<file path="src/rtl/regfile_write_arbiter.sv">
// regfile_write_arbiter
// Owns the single write port of the pMIPS register file. After reset it
// zero-fills %2..%N-1 in a hardware sweep. It then shares the port between
// requester A (core writeback) and requester B (debug/loader) using
// valid/ready handshakes and round-robin arbitration. Writes aimed at %0
// (hardwired zero) or %1 (inport) complete their handshake but are discarded
// and counted.
module regfile_write_arbiter #(
  parameter int n              = 8,
  parameter int registers_size = 3
) (
  input  logic                      clk,
  input  logic                      nReset,
  input  logic                      a_valid,
  input  logic [registers_size-1:0] a_addr,
  input  logic [n-1:0]              a_data,
  output logic                      a_ready,
  input  logic                      b_valid,
  input  logic [registers_size-1:0] b_addr,
  input  logic [n-1:0]              b_data,
  output logic                      b_ready,
  output logic                      w,
  output logic [registers_size-1:0] r_dest,
  output logic [n-1:0]              write_data,
  output logic                      init_busy,
  output logic [7:0]                drop_count
);

  typedef enum logic {INIT, ARB} state_t;
  typedef enum logic {GRANT_A, GRANT_B} grant_t;

  // The sweep starts at %2 and finishes at the highest address.
  localparam logic [registers_size-1:0] FIRST_ADDR = registers_size'(2);
  localparam logic [registers_size-1:0] LAST_ADDR  = '1;

  state_t                      state, state_next;
  grant_t                      last_grant;
  logic [registers_size-1:0]   init_addr;
  logic                        grant_a, grant_b;
  logic                        xfer, xfer_drop;
  logic [registers_size-1:0]   xfer_addr;
  logic [n-1:0]                xfer_data;

  // State register; reset always returns to the zero-fill sweep.
  // NOTE: every clocked block uses non-blocking (<=) assignments so all
  // registers sample pre-edge values and simulation matches the hardware.
  always_ff @(posedge clk or negedge nReset) begin
    if (!nReset) state <= INIT;
    else         state <= state_next;
  end

  // Next state, round-robin grant and handshake readys.
  // NOTE: every signal written here gets a default first, so no path can
  // leave one unassigned and infer a latch.
  always_comb begin
    state_next = state;
    grant_a    = 1'b0;
    grant_b    = 1'b0;
    a_ready    = 1'b0;
    b_ready    = 1'b0;
    case (state)
      INIT: begin
        if (init_addr == LAST_ADDR) state_next = ARB;
      end
      ARB: begin
        // On a tie the requester that was not served last wins.
        grant_a = a_valid && (!b_valid || last_grant == GRANT_B);
        grant_b = b_valid && !grant_a;
        a_ready = grant_a;
        b_ready = grant_b;
      end
      default: state_next = INIT;
    endcase
  end

  assign init_busy = (state == INIT);
  assign xfer      = grant_a || grant_b;
  assign xfer_addr = grant_a ? a_addr : b_addr;
  assign xfer_data = grant_a ? a_data : b_data;
  // %0 and %1 are not writable: only the upper address bits need checking.
  assign xfer_drop = (xfer_addr[registers_size-1:1] == '0);

  // Register-file drive, sweep pointer, grant history and drop counter.
  always_ff @(posedge clk or negedge nReset) begin
    if (!nReset) begin
      init_addr  <= FIRST_ADDR;
      last_grant <= GRANT_B;
      w          <= 1'b0;
      r_dest     <= '0;
      write_data <= '0;
      drop_count <= 8'd0;
    end else begin
      case (state)
        INIT: begin
          w          <= 1'b1;
          r_dest     <= init_addr;
          write_data <= '0;
          init_addr  <= init_addr + registers_size'(1);
        end
        ARB: begin
          if (xfer) begin
            last_grant <= grant_a ? GRANT_A : GRANT_B;
            if (xfer_drop) begin
              w <= 1'b0;
              if (drop_count != 8'hFF) drop_count <= drop_count + 8'd1;
            end else begin
              w          <= 1'b1;
              r_dest     <= xfer_addr;
              write_data <= xfer_data;
            end
          end else begin
            // Address and data hold; only the enable drops.
            w <= 1'b0;
          end
        end
        default: w <= 1'b0;
      endcase
    end
  end

endmodule

</file>
<file path="config.mk">
export PLATFORM = sky130hd
export DESIGN_NAME = regfile_write_arbiter
export DESIGN_NICKNAME = d
export VERILOG_FILES = /design/src/rtl/regfile_write_arbiter.sv
export SDC_FILE = /design/constraint.sdc
export NUM_CORES = 1
export LEC_CHECK = 0
export CAP_MARGIN = 40
export CORE_MARGIN = 2
export CORE_UTILIZATION = 45
export CTS_BUF_LIST = sky130_fd_sc_hd__clkbuf_16
export CTS_CLUSTER_SIZE = 16
export DETAILED_ROUTE_END_ITERATION = 8
export HOLD_SLACK_MARGIN = 0.08
export PLACE_DENSITY = 0.88
export SLEW_MARGIN = 25
export SYNTH_ARGS = -nofsm -noshare
export SYNTH_HDL_FRONTEND = slang
export SYNTH_SLANG_ARGS = --single-unit
</file>
<file path="constraint.sdc">
create_clock -name clk -period 2.7 [get_ports clk]
set_input_delay 0.54 -clock clk [delete_from_list [all_inputs] [get_ports clk]]
set_output_delay 0.54 -clock clk [all_outputs]
set_load 0.02 [all_outputs]
</file>
==> impl_metrics.csv <==
group,metric,value,unit
routing,firstDrtPassIters,4,
timing,fin_worst_skew,0.00309,ns
status,status,"finished, final reports clean",
floorplan,die_area,3080,sq um
clocking,cts.reportedPaths.clkPinSlew,0.06,ns
critical_path,cpMaxStageDelayCell,"clkdlybuf4s50_1",
timing,post-route-min-period,2.61,ns
floorplan,die_width,55.5,um
critical_path,cp.arrival,2.07,ns
timing,tightest_slew,0.451,ns
finish,final_nets,191,
routing,post-route-drc-count,0,
global_route,grt_pass1_vias,1142,
finish,ff_latch_area,628,sq um
global_route,antenna_found_initial,0,
yosys,synth_area_per_cell,11.1,sq um
timing,maxSlewHeadroom,0.699,
critical_path,required,2.16,ns
global_route,grt_pass1_wl,5.30,mm
finish,multiInputGateArea,520,sq um
critical_path,path_class,"in2out",
power_and_ir_drop,power_frac_clock,0.252,
timing,final_max_slew_viol_count,0,
yosys,synth_edf_count,0,
yosys,ys_async_sr_fraction,1.00,
floorplan,initial_core_util,0.477,
yosys,synth-seq-area-share,0.526,
critical_path,cp_common_cell,"clkdlybuf4s50_1",
clocking,htree_levels,1,
clocking,cts_sinks,25,
global_route,grt.total_usage,0.215,
clocking,insertion_delay,0.25,ns
power_and_ir_drop,leakagePower,0.808,nW
critical_path,endpoint_kind,"primary output",
routing,post_drt_wl_per_cell,16.2,um
finish,utilization,0.721,
power_and_ir_drop,pwr-share-comb,0.338,
critical_path,critPathMaxFanout,4,
critical_path,worstSetupStartpointType,"primary input",
finish,area_delta_synth_final,50.9,%
finish,fillers,190,
floorplan,boundaryPins,49,
clocking,numCtsBuffers,3,
min_path,hold_end,"r_dest[1]$_DFFE_PN0P_",
routing,via_per_inst,5.52,
yosys,syn_inst,108,
timing,rsz0062_at_grt,"no",
power_and_ir_drop,pwr-share-seq,0.410,
finish,diodes,0,
timing,worst_hold_slack,0.478,ns
yosys,synth_ff_type,"dfrtp_1",
flow_run,drv_cap,0,
critical_path,reg2reg_depth,5,
yosys,netlist_area,1190,sq um
timing,setup-tns-final,0,ns
floorplan,core.rowCount,18,
power_and_ir_drop,total_power,1.27,mW
power_and_ir_drop,power.density,702,nW/um^2
critical_path,r2r_setup_slack,0.91,ns
routing,ant_nets,0,
timing,hold_viol_final,0,
placement,port_buffers,48,
yosys,synth_nets,137,
power_and_ir_drop,max-vdd-ir-drop,0.525,mV
yosys,synth_cell_types,33,
power_and_ir_drop,switching_power,0.404,mW
finish,layoutNonFillerInstCount,191,
critical_path,reg2reg_to,"drop_count[4]$_DFFE_PN0P_",
global_route,grt_max_degree,26,
clocking,ctsResizeCount,0,
power_and_ir_drop,intPower,0.861,mW
placement,dp_hpwl,2.28,mm
timing,fmax,0.383,GHz
floorplan,die_h,55.5,um
routing,dr.first_iter.drc_count,37,
critical_path,regToRegStartpoint,"state$_DFF_PN0_",
clocking,cts_hold_buf,0,
clocking,clockBufferDepth,2,
placement,place.gp.congestion,0.853,
min_path,hp-class,"reg2reg",
timing,fin_crit_sh,0.968,
yosys,yosysWarnings,0,
finish,drive_gt1_frac,0.124,
critical_path,path_cells,"clkdlybuf4s50_1 > nand2b_4 > a21oi_2 > and2_2 > clkdlybuf4s50_1",
floorplan,core-area,2500,sq um
global_route,globalRouteOverflowTotal,0,
finish,layout_common_cells,"clkdlybuf4s50_1 (48), dfrtp_1 (23), nand2_1 (12)",
clocking,cts_tree,"built",
routing,vias,1055,
critical_path,max_stage_delay,0.60,ns
power_and_ir_drop,switching_share,0.319,
routing,wl,3.09,mm
timing,finalSetupViolCount,0,
placement,place_inst,187,
clocking,clockRootBuffer,"clkbuf_16",
finish,final_common_cell,"clkdlybuf4s50_1",
min_path,hold_path_startpoint,"r_dest[1]$_DFFE_PN0P_",
min_path,holdPathStages,1,
yosys,ys_seq_elements,25,
clocking,post_cts.repair.setup_buffers,0,
[through the flow]
stage | cell area (sq um) | setup WS (ns)
after CTS | 1800 | 0.0809
after global placement | 1720 | 0.104
final | 1800 | 0.0866
after floorplan | 1190 | 1.02
after detailed placement | 1720 | 0.0842
after global routing | 1800 | 0.0356
[state kept, by name, summed over array words and instances (netlist names)]
name	flops
state	1
last_grant	1
r_dest	3
write_data	8
drop_count	8
w	1
init_addr	3
[power by group through the flow]
stage | clock (mW) | combinational [mW] | sequential [mW]
2_1_floorplan | 0 | 0.122 | 0.588
3_3_place_gp | 0 | 0.404 | 0.515
3_5_place_dp | 0 | 0.420 | 0.522
4_1_cts | 0.326 | 0.431 | 0.518
5_1_grt | 0.340 | 0.450 | 0.527
6_report | 0.319 | 0.427 | 0.519
[routing by layer]
layer | wire length [um] | track usage
met2 | 1670 | 0.401
met3 | 131 | 0.0234
met4 | 86 | 0.101
met1 | 1200 | 0.240
met5 | 0 | 0
[critical path, delay by kind of cell]
kind	cells	cell delay, ns
buf+inv	2	1.14
compound gates	1	0.15
simple gates	2	0.24
[worst max path at each step]
stage,from,endpoint,cells past startpoint
3_5_place_dp,b_valid,b_ready,5
4_1_cts,b_valid,b_ready,5
6_report,b_valid,b_ready,5
2_1_floorplan,b_valid,b_ready,3
5_1_grt,b_valid,b_ready,5
3_3_place_gp,b_valid,b_ready,5
[cell families (layout without fill, tap and decap cells)]
| kind of cell | after synthesis | count (layout) | share of synthesized area |
|---|---|---|---|
| simple gates | 34 | 34 | 0.149 |
| compound gates | 26 | 26 | 0.157 |
| flops | 25 | 25 | 0.526 |
| xor+xnor | 8 | 8 | 0.0587 |
| buf+inv | 8 | 61 | 0.0377 |
| mux | 4 | 4 | 0.0398 |
| fa+ha+maj | 3 | 3 | 0.0314 |
[Yosys cell counts (all sizes together), types with 2 or more instances]
master	number	area share
inv	3	0.0094
dfstp	2	0.044
nand4	4	0.021
and3	2	0.010
ha	3	0.031
buf	5	0.028
xnor2	7	0.051
nor2	7	0.022
nand2	12	0.038
a22oi	8	0.050
mux2	3	0.031
dfrtp	23	0.48
nand3	3	0.013
a311oi	2	0.020
o21ai	9	0.038
and4	2	0.017
a21o	2	0.013
nand2b	2	0.017
[layout make-up]
| cell class | count | area share |
|---|---|---|
| clock inverters | 1 | 0.00208 |
| well taps | 30 | 0.0208 |
| clock buffers | 3 | 0.0417 |
| repair buffers | 54 | 0.292 |
| flip-flops and latches | 25 | 0.349 |
| multi-input cells | 75 | 0.289 |
| inverters | 3 | 0.00625 |
Power figures use the tool's default switching activity.
